$ cat src/rtl/synfifo_pkg.sv
// Shared constants and helpers for the parametrised synfifo family.
package synfifo_pkg;

    localparam int DEF_WIDTH = 8;
    localparam int DEF_DEPTH = 8;

    function automatic int ptr_w(input int depth);
        return $clog2(depth) + 1;
    endfunction

    function automatic bit is_pow2(input int v);
        return (v > 0) && ((v & (v - 1)) == 0);
    endfunction

    function automatic bit thresh_ok(input int depth, input int af,
                                     input int ae);
        return (af >= 1) && (af <= depth) && (ae >= 0) && (ae <= depth - 1);
    endfunction

endpackage

$ cat src/rtl/synfifo_mem.sv
// WIDTH x DEPTH storage: one synchronous write port, one asynchronous read port.
module synfifo_mem #(
    parameter int WIDTH = 8,
    parameter int DEPTH = 8,
    parameter int AW    = 3
) (
    input  logic             clk,
    input  logic             we_i,
    input  logic [AW-1:0]    waddr_i,
    input  logic [WIDTH-1:0] wdata_i,
    input  logic [AW-1:0]    raddr_i,
    output logic [WIDTH-1:0] rdata_o
);

    logic [WIDTH-1:0] mem_q [DEPTH];

    always_ff @(posedge clk) begin
        if (we_i) begin
            mem_q[waddr_i] <= wdata_i;
        end
    end

    assign rdata_o = mem_q[raddr_i];

endmodule

$ cat src/rtl/synfifo_flags.sv
// Single-clock FIFO with occupancy count, programmable thresholds,
// sticky error flags and optional first-word-fall-through read.
module synfifo_flags
    import synfifo_pkg::*;
#(
    parameter int WIDTH     = DEF_WIDTH,
    parameter int DEPTH     = DEF_DEPTH,
    parameter int AF_THRESH = 6,
    parameter int AE_THRESH = 2,
    parameter int FWFT      = 0
) (
    input  logic                      clk,
    input  logic                      rst,
    input  logic                      wen,
    input  logic                      ren,
    input  logic [WIDTH-1:0]          wdata,
    input  logic                      err_clr,
    output logic [WIDTH-1:0]          rdata,
    output logic                      full,
    output logic                      empty,
    output logic                      almost_full,
    output logic                      almost_empty,
    output logic [ptr_w(DEPTH)-1:0]   count,
    output logic                      overflow,
    output logic                      underflow
);

    localparam int PW = ptr_w(DEPTH);
    localparam int AW = PW - 1;

    localparam logic [PW-1:0] DEPTH_C = PW'(DEPTH);
    localparam logic [PW-1:0] AF_C    = PW'(AF_THRESH);
    localparam logic [PW-1:0] AE_C    = PW'(AE_THRESH);

    if (DEPTH < 2 || !is_pow2(DEPTH)) begin : g_bad_depth
        $error("synfifo_flags: DEPTH must be a power of two >= 2");
    end
    if (!thresh_ok(DEPTH, AF_THRESH, AE_THRESH)) begin : g_bad_thresh
        $error("synfifo_flags: AF_THRESH/AE_THRESH out of range");
    end
    if (WIDTH < 1) begin : g_bad_width
        $error("synfifo_flags: WIDTH must be >= 1");
    end

    logic [PW-1:0]    wr_ptr_q, wr_ptr_d;
    logic [PW-1:0]    rd_ptr_q, rd_ptr_d;
    logic             ovf_q, ovf_d;
    logic             udf_q, udf_d;
    logic             rd_ok, wr_ok;
    logic [WIDTH-1:0] mem_rd;

    // Wrap bit makes the modulo difference distinguish full from empty.
    assign count        = wr_ptr_q - rd_ptr_q;
    assign empty        = (count == '0);
    assign full         = (count == DEPTH_C);
    assign almost_full  = (count >= AF_C);
    assign almost_empty = (count <= AE_C);
    assign overflow     = ovf_q;
    assign underflow    = udf_q;

    assign rd_ok = ren && !empty;
    assign wr_ok = wen && (!full || rd_ok);

    always_comb begin
        wr_ptr_d = wr_ptr_q;
        rd_ptr_d = rd_ptr_q;
        ovf_d    = ovf_q;
        udf_d    = udf_q;
        if (wr_ok) begin
            wr_ptr_d = wr_ptr_q + 1'b1;
        end
        if (rd_ok) begin
            rd_ptr_d = rd_ptr_q + 1'b1;
        end
        if (err_clr) begin
            ovf_d = 1'b0;
            udf_d = 1'b0;
        end
        if (wen && !wr_ok) begin
            ovf_d = 1'b1;
        end
        if (ren && !rd_ok) begin
            udf_d = 1'b1;
        end
    end

    always_ff @(posedge clk) begin
        if (!rst) begin
            wr_ptr_q <= '0;
            rd_ptr_q <= '0;
            ovf_q    <= 1'b0;
            udf_q    <= 1'b0;
        end else begin
            wr_ptr_q <= wr_ptr_d;
            rd_ptr_q <= rd_ptr_d;
            ovf_q    <= ovf_d;
            udf_q    <= udf_d;
        end
    end

    synfifo_mem #(
        .WIDTH (WIDTH),
        .DEPTH (DEPTH),
        .AW    (AW)
    ) u_mem (
        .clk     (clk),
        .we_i    (wr_ok && rst),
        .waddr_i (wr_ptr_q[AW-1:0]),
        .wdata_i (wdata),
        .raddr_i (rd_ptr_q[AW-1:0]),
        .rdata_o (mem_rd)
    );

    if (FWFT != 0) begin : g_fwft
        assign rdata = mem_rd;
    end else begin : g_reg
        logic [WIDTH-1:0] rdata_q;
        always_ff @(posedge clk) begin
            if (!rst) begin
                rdata_q <= '0;
            end else if (rd_ok) begin
                rdata_q <= mem_rd;
            end
        end
        assign rdata = rdata_q;
    end

endmodule

$ cat config.mk
export PLATFORM = sky130hd
export DESIGN_NAME = synfifo_flags
export DESIGN_NICKNAME = d
export VERILOG_FILES = /design/src/rtl/synfifo_pkg.sv /design/src/rtl/synfifo_mem.sv /design/src/rtl/synfifo_flags.sv
export SDC_FILE = /design/constraint.sdc
export NUM_CORES = 1
export LEC_CHECK = 0
export CAP_MARGIN = 15
export CORE_ASPECT_RATIO = 0.75
export CORE_UTILIZATION = 45
export CTS_CLUSTER_SIZE = 24
export DETAILED_ROUTE_END_ITERATION = 8
export GPL_TIMING_DRIVEN = 0
export PLACE_DENSITY = 0.76
export SYNTH_ARGS = -nofsm -noshare
export SYNTH_HDL_FRONTEND = slang
export SYNTH_SLANG_ARGS = --single-unit
$ cat constraint.sdc
create_clock -name clk -period 8.7 [get_ports clk]
set_input_delay 1.74 -clock clk [delete_from_list [all_inputs] [get_ports clk]]
set_output_delay 1.74 -clock clk [all_outputs]
set_load 0.05 [all_outputs]
Yosys cells after proc, flatten, opt, wreduce, memory -nomap -nowiden
Memory sizes are Yosys's and may differ from the RTL's. A register that Yosys moved wholly into a read port is not among the register bits. Cells that the tools add are included.

Flip-flop bits (word level): 10. Bits in latches: 0. Memory bits (writable): 64. Bits in read-only memories: 0. Input port bits: 13. Output and inout bits: 18. Logic and storage cells: 30. Memories kept: 1.

$add $sub $neg: 3. $mul: 0. Div/mod/pow operators: 0. $lt $le $gt $ge: 2. Equality and inequality tests: 1. Shift operators: 0. Muxes and demuxes: 5. Bitwise operators: 0. Reductions and logical operators: 14.

Memories: u_mem.mem_q (depth 8, bits a word 8, read ports 1, clocked after memory_dff 1, wr ports 1, line synfifo_mem.sv:15) `logic [WIDTH-1:0] mem_q [DEPTH];`.

Operators with widths (number): adder 4 x 1 -> 4 bit, second input constant (2); logical AND 1 bit (5); logical NOT 1 bit (5); 2-to-1 mux 1 bit (5); == test 4 bit, second input constant (1); greater-or-equal comparator 4 x 3 -> 1 bit, second input constant (1); less-or-equal comparator 4 x 2 -> 1 bit, second input constant (1); logical NOT 4 bit (1); nonzero test 2 bit (2); subtractor 4 bit (1); logical OR 1 bit (1).

Depth between registers and ports, before layout
Gate-level depths: netlist of the first run.

Depth after elaboration: 9. Depth in mapped cells: 10. Depth with buffers taken out: 8.

Cells and area by module
A second synthesis of the first run with hierarchy kept.

Cell total of the unflattened synthesis: 220. Area total of the unflattened synthesis: 3507.1 um^2.

By module, submodules not included: synfifo_mem (times used 1, cells an instance 106, area an instance 2531.2 um^2, sequential area each 1921.8 um^2); synfifo_flags (times used 1, cells an instance 114, area an instance 975.9 um^2, sequential area each 360.3 um^2).

Worst setup path after synthesis of the first run
No wires, ideal clock.

Path type: flip-flop to output port. From: reg rd_ptr_q[1]. To: out almost_empty. Data arrival time: 3.162 ns. Data required time: 6.960 ns. Setup slack: 3.798 ns. Cell stages (with the launch flop): 10. Cell sequence: dfxtp_1 buf_2 buf_2 inv_1 ha_1 nand3b_1 and3_4 nor2_2 inv_1 a211oi_1.

Cells in the longest elaborated chain, start to end: 2.

Ends and longest elaborated chain: start, declared (line synfifo_flags.sv:46) `logic [PW-1:0] rd_ptr_q, rd_ptr_d;`; start signal, assigned (line synfifo_flags.sv:95) `rd_ptr_q <= rd_ptr_d;`; subtractor 4 bit (line synfifo_flags.sv:53) `assign count = wr_ptr_q - rd_ptr_q;`; net count[3] (line synfifo_flags.sv:23) `output logic [ptr_w(DEPTH)-1:0] count,`; less-or-equal comparator 4 x 2 -> 1 bit (line synfifo_flags.sv:57) `assign almost_empty = (count <= AE_C);`; end, declared (line synfifo_flags.sv:22) `output logic almost_empty,`.

The timed path passes the listed nets, and every way through them passes these cells.

Worst setup path after layout of the first run
From: reg rd_ptr_q[1]. To: out almost_empty.

Cells in the longest elaborated chain, start to end: 2.

Ends and longest elaborated chain (line): subtractor 4 bit (synfifo_flags.sv:53); less-or-equal comparator 4 x 2 -> 1 bit (synfifo_flags.sv:57).

Every way passes these cells.

==> results of run 1 <==
==> synth_stat cells (2+ instances only) <==
master	n
nand2b_1	2
nor2_1	3
or3_1	2
nand3_1	10
nor4_1	4
edfxtp_1	64
inv_1	10
dfxtp_1	18
nor2b_1	2
nand2_1	18
o21ai_1	4
mux4_2	15
mux2_2	8
clkbuf_1	2
nor3_1	4
a21boi_1	2
ha_1	5
buf_2	5
mux2i_1	4
xnor2_1	2
o21ai_0	9
==> worst max path at each step <==
stage | start | end | slack [ns] | cells after the start
after floorplan | rd_ptr_q[1] | almost_empty | 3.80 | 9
after global placement | rd_ptr_q[1] | almost_empty | 3.86 | 10
after detailed placement | rd_ptr_q[1] | almost_empty | 3.76 | 10
after CTS | rd_ptr_q[1] | almost_empty | 3.36 | 10
after global routing | rd_ptr_q[1] | almost_empty | 3.14 | 10
final | rd_ptr_q[1] | almost_empty | 3.38 | 10
==> logic make-up after synthesis <==
family | after synthesis | share of synthesized area (%)
AO/OA/AOI/OAI | 23 | 4.721
XOR/XNOR | 3 | 0.9806
adder cells (fa/ha/maj) | 6 | 2.397
buffers and inverters | 21 | 3.268
flip-flops | 82 | 66.23
multiplexers | 28 | 14.34
AND/OR/NAND/NOR | 52 | 8.061
==> flip-flops by register name (all words and copies together) (netlist names) <==
| signal | cells |
|---|---|
| u_mem.mem_q | 64 |
| rdata | 8 |
| rd_ptr_q | 4 |
| wr_ptr_q | 4 |
| overflow | 1 |
| underflow | 1 |
==> metal layers <==
layer	up-vias	share of wire [%]
met3	10	6.7
met1	988	47
met2	65	46
met5	-	0
met4	0	1.1
li1	916	-
==> worst min-delay path: stages (launching register included) <==
cell and delay (ns):
dfxtp_1 0.32, nand3_1 0.06, o21ai_1 0.05
==> power by group <==
group / switching [mW] / internal [mW]
clock network: 0.142 / 0.106
registers: 0.0186 / 0.455
logic: 0.394 / 0.241
total: 0.554 / 0.802
==> metrics by stage <==
| step | power, mW | setup WS, ns | instance area [sq um] | cells |
|---|---|---|---|---|
| 6_report | 1.356 | 3.379 | 4125 | 368 |
| 5_1_grt | 1.421 | 3.142 | 4125 | 368 |
| 4_1_cts | 1.366 | 3.363 | 4125 | 368 |
| 3_5_place_dp | 1.118 | 3.760 | 3950 | 352 |
| 3_3_place_gp | 1.101 | 3.864 | 3872 | 346 |
| 2_1_floorplan | 0.9370 | 3.798 | 3446 | 215 |
==> cell usage in the layout (no fill, tap or decap), types with 2 or more instances in the layout <==
cell	Yosys	routed
dfxtp_1	18	18
xnor2_1	2	2
buf_4	1	6
nor2b_1	2	2
nand2_1	18	18
nand3_1	10	10
ha_1	5	5
nor3_1	4	2
nor2_1	3	3
inv_6	0	4
nand2b_1	2	2
clkbuf_8	0	9
mux2_2	8	8
o21ai_0	9	9
clkinv_1	0	2
or3_1	2	2
mux4_2	15	15
nor4_2	0	4
inv_1	10	10
o21ai_1	4	4
edfxtp_1	64	64
nor3_2	0	2
buf_2	5	6
a21boi_1	2	2
clkdlybuf4s50_1	0	30
clkbuf_1	2	2
mux2i_1	4	4
==> area by class of cell <==
cell class              instances  area [sq um]  area share [%]
clock buffers                   9         123.9           3.003
well taps                     101         126.4           3.063
plain buffers                  10         71.32           1.729
flip-flops and latches         82          2282           55.32
clock inverters                 7         51.30           1.244
multi-input cells             112          1086           26.33
inverters                      11         41.29           1.001
repair buffers                 36         342.8           8.311
==> run metrics, run 1 <==
largest clock skew in the final design=between 0.01 and 0.015 ns; gate count after technology mapping=between 200 and 250; peak per-stage delay on the critical path=0.84 ns; fraction of post-synthesis cell area in the top cell type by area=between 50% and 60%; slack of the worst reg-to-reg path=about 5 ns; leakage power of the design=1.383 nW; layer with the highest usage=met2; Worst Path Arrival=about 3.6 ns; maximum level of the CTS H-tree=3; vias per cell=approximately 5.4; GRT Resource Usage Total=19.35%; top cell type by total area after synthesis=edfxtp_1; residual antenna-violating net count after detailed routing=0; die outline width=103.0 microns; CP Buf/Inv Count=5; Setup Viol. Count Final=0; placer congestion estimate=about 0.85; worst hold-check slack=around 0.48 ns; Power per Cell Area=about 330 nW/um^2; Post-synth EDFFs=between 60 and 70; post-synth design cell area=roughly 3400 sq um; clock tree from TritonCTS=built; launching element type of the critical path=flip-flop; area inside the core boundary=between 7000 and 8000 sq um; number of buffers created by CTS=9; count of different cell masters after synthesis=43; met1 capacity usage during global routing=~28%; grt ovf=0; net count after synthesis=between 200 and 250; hold violation count in the final report=0; total number of vias=a little under 2000; Pre-antenna DRT Iters=4; post-detailed-placement half-perimeter wirelength=4.804 mm; maximum root-to-sink buffer count=2; run status=finished, final reports clean; number of DRC violations after detailed routing=0; Initial Util=46.79%; RSZ-0062 raised after global routing=false; cell-by-cell listing of the critical path=buf_2, buf_2, inv_1, ha_1, nand3b_1, and3_4, nor2_2, inv_1, a211oi_1, clkdlybuf4s50_1; number of clock sinks=82; Slew Limit Headroom=~38%; worst reg2reg path depth=10; Req. time, crit path=6.96 ns; DRT iter0 DRCs=between 80 and 90; met3 track demand over resource in global routing=between 4 and 5%; top-level I/O count=31; hold path startpoint=rdata[2]; ratio of final minimum period to clock period=slightly above 60%; Hold Buf Count CTS=0; FFs w/ async S/R, synth=0%; maximum ir drop on the vdd rail=~180 uV; synthesis warning total=0; number of cells on the worst hold path=2; worst-skew pair later-pin latency=approximately 0.35 ns; Max Fclk=around 190 MHz; Routed wire per std cell=around 19 microns; number of global-route vias before repair=1975; syn avg cell area=16.03 sq um; initial antenna violation count=0; Reg-to-Reg Start=rd_ptr_q[1]; highest-delay cell along the critical path=clkdlybuf4s50_1; largest net degree at the start of global routing=16; buffer count from post-CTS setup fixing=0; clk slew on worst S/H paths=roughly 0.090 ns; most common flop cell mapped by yosys=edfxtp_1; filler cell count in the final layout=606; worst min-delay path category=flip-flop to flip-flop; final-report max-slew violation count=0; global-route track usage on met2=29.40%; Total Negative Setup Slacks=0 ns; Period minus WS final=5.321 ns; number of max-cap violations=0; number of inserted diodes=0; global-route wire length before repair=approximately 11 mm; Resized cells post-CTS=0; Final Net Count=approximately 280; maximum net fanout on the critical path=10; worst hold endpoint=rdata[2]; Reg2Reg Capture Point=u_mem.mem_q[0][4]; worst setup path category=flip-flop to output port; CP delay by family, top=buffers and inverters; kind of end point of the critical path=output port; area enclosed by the die boundary=8015 sq um; number of rows in the core area=27; floorplan die height=77.78 microns; main area contributors after synthesis=edfxtp_1 56%, dfxtp_1 10%, mux4_2 9.8%; share of post-route cells with drive strength above 1=around 25%; slew of the pin with the lowest slew margin=approximately 0.93 ns; area overhead of the layout relative to synthesis=19.72%; Port Buffers=30; flip-flop and latch count after synthesis=around 80; fraction of the core area covered by cells at the end of the flow=56.01%; Final Routed Wirelength=between 6 and 7 mm; buffer cell driving the clock tree root=clkbuf_8; sequential element share of the synthesized area=about 66%
No activity file was read; power rests on OpenSTA's default activity.
==> run 2, diff against run 1 <==
Settings changed: PLACE_DENSITY 0.76 to 0.78.
Clock period 8.7 ns to 4.4 ns, I/O delays scaled along.
==> run 2 against run 1 <==
  * Global-route usage is 0.080 points higher
  * Die area stayed put
  * Sequential power is 98% higher
  * Via count is 1.6% lower
  * Sequential share of layout area is 0.050 points higher
  * Worst hold slack worse by 0.019 ns
  * Routed wire length is 0.93% lower
  * Cell count is 0.54% higher
  * Critical endpoint is now almost_full
  * Highest routed layer unchanged
==> run metrics, run 2 (synthesis results as in run 1) <==
GRT Resource Usage Total=19.43% (+0.080 points); buffer cell driving the clock tree root=clkbuf_8; Total Negative Setup Slacks=0 ns (unchanged); number of inserted diodes=0 (unchanged); Period minus WS final=4.233 ns; buffer count from post-CTS setup fixing=0 (unchanged); number of max-cap violations=0 (unchanged); Reg2Reg Capture Point=u_mem.mem_q[5][7]; Routed wire per std cell=18.42 microns (-1.5%); area inside the core boundary=7365 sq um (unchanged); worst min-delay path category=flip-flop to flip-flop; Power per Cell Area=641.2 nW/um^2 (+95%); worst setup path category=flip-flop to output port; ratio of final minimum period to clock period=between 90% and 100%; DRT iter0 DRCs=99 (+18%); maximum root-to-sink buffer count=2 (unchanged); dpl cells=354 (+0.57%); Setup Viol. Count Final=0 (unchanged); area overhead of the layout relative to synthesis=19.61% (about the same); placer congestion estimate=0.7428 (-12%); Pre-antenna DRT Iters=4 (unchanged); total number of vias=1948 (-1.6%); worst reg2reg path depth=10 (unchanged); number of clock sinks=82 (unchanged); Setup crit start=rd_ptr_q[1]; number of flip-flops under the largest register name=64 (unchanged); clock tree from TritonCTS=built; Max Fclk=236.2 MHz; post-placement cell area=3958 sq um (+0.19%); vias per cell=5.265 (-2.1%); Req. time, crit path=3.52 ns (-3.44 ns); share of post-route cells with drive strength above 1=24.54% (-0.18 points); number of global-route vias before repair=1960 (-0.76%); Hold Buf Count CTS=0 (unchanged); number of DRC violations after detailed routing=0 (unchanged); hold path startpoint=rdata[2]; Final Routed Wirelength=6.816 mm (-0.93%); run status=finished, final reports clean; worst-skew pair later-pin latency=0.35 ns (about the same); Resized cells post-CTS=2 (+2); hold violation count in the final report=0 (unchanged); filler cell count in the final layout=619 (+2.1%); grt ovf=0 (unchanged); number of rows in the core area=27 (unchanged); slew of the pin with the lowest slew margin=0.9177 ns (-0.01433 ns); kind of end point of the critical path=output port; crit path to=almost_full; initial antenna violation count=0 (unchanged); number of buffers created by CTS=9 (unchanged); Worst Path Arrival=3.35 ns (-0.23 ns); maximum level of the CTS H-tree=3 (unchanged); residual antenna-violating net count after detailed routing=0 (unchanged); Initial Util=46.79% (unchanged); clk slew on worst S/H paths=0.09 ns (about the same); global-route wire length before repair=10.75 mm (-1.1%); floorplan die height=77.78 microns (unchanged); post-detailed-placement half-perimeter wirelength=4.909 mm (+2.2%); leakage power of the design=1.391 nW (+0.55%); final std cell area, no fill=4121 sq um (about the same); maximum net fanout on the critical path=10 (unchanged); Slew Limit Headroom=38.35% (+0.82 points); largest register by flop count=u_mem.mem_q; most frequent cells in the layout=64 x edfxtp_1, 28 x clkdlybuf4s50_1, 18 x nand2_1, 18 x dfxtp_1, 15 x mux4_2; largest clock skew in the final design=0.01209 ns (+0.0003426 ns); slack of the worst reg-to-reg path=0.73 ns (-4.38 ns); Final Power=2.643 mW (+95%); Final Net Count=283 (+0.71%); maximum ir drop on the vdd rail=307.0 uV (+67%); most common cell after layout, fill and taps aside=edfxtp_1; Non-Filler Instances=370 (+0.54%); top-level I/O count=31 (unchanged); area enclosed by the die boundary=8015 sq um (unchanged); RSZ-0062 raised after global routing=false; die outline width=103.0 microns (unchanged); launching element type of the critical path=flip-flop; Port Buffers=30 (unchanged); Reg-to-Reg Start=rd_ptr_q[1]; final-report max-slew violation count=0 (unchanged); largest net degree at the start of global routing=15 (-1)
-- run 2: where the power goes --
part           switching [mW]  internal, mW  leakage, nW
Clock                   0.262         0.208       0.0855
Combinational           0.777         0.459        0.580
Sequential             0.0370         0.899        0.725
Total                    1.08          1.57         1.39
-- run 2: final cells by class --
class,count,area [sq um],area share [%]
Buffer,10,71.32,1.730
Clock buffer,11,131.4,3.188
Clock inverter,5,38.79,0.9411
Inverter,11,41.29,1.002
Multi-Input combinational cell,112,1076,26.11
Sequential cell,82,2282,55.37
Tap cell,101,126.4,3.066
Timing Repair Buffer,38,354.1,8.591
-- run 2: critical path, cell delays in order, from the launching register on --
cell and delay [ns]:
dfxtp_1 0.42, buf_2 0.32, buf_2 0.36, inv_1 0.08
ha_1 0.20, a21oi_1 0.24, a21oi_2 0.13, nor2_2 0.36
o21ai_0 0.15, clkdlybuf4s50_1 0.73
-- run 2: per-layer routing --
layer | global-route usage [%] | vias up | routed length [microns]
met1 | 25.97 | 957 | 2925
li1 | - | 919 | -
met3 | 7.838 | 2 | 490
met4 | 5.352 | 0 | 29
met2 | 29.33 | 70 | 3370
met5 | 0 | - | 0
-- run 2: worst min-delay path by stage --
| stage | endpoint | slack, ns | cells past startpoint |
|---|---|---|---|
| after global placement | rdata[2] | 0.45 | 2 |
| after global routing | rdata[5] | 0.49 | 2 |
| after CTS | rdata[2] | 0.46 | 2 |
| after detailed placement | rdata[2] | 0.45 | 2 |
| final | rdata[2] | 0.46 | 2 |
| after floorplan | wr_ptr_q[3] | 0.46 | 2 |
-- run 2: stage by stage --
stage | hold slack [ns] | utilization [%] | worst slack [ns]
floorplan | 0.4592 | - | 0.3580
global placement | 0.4463 | 52.58 | 0.2664
detailed placement | 0.4499 | 53.74 | 0.3063
CTS | 0.4618 | 56.01 | 0.1727
global route | 0.4866 | 55.96 | 0.0005043
finish | 0.4573 | 55.96 | 0.1667
==> run 3, diff against run 2 <==
Settings changed: CTS_CLUSTER_DIAMETER set to 80.
==> results of run 3 <==
Same layout as run 2: the final DEF is identical, and so are final timing and power.
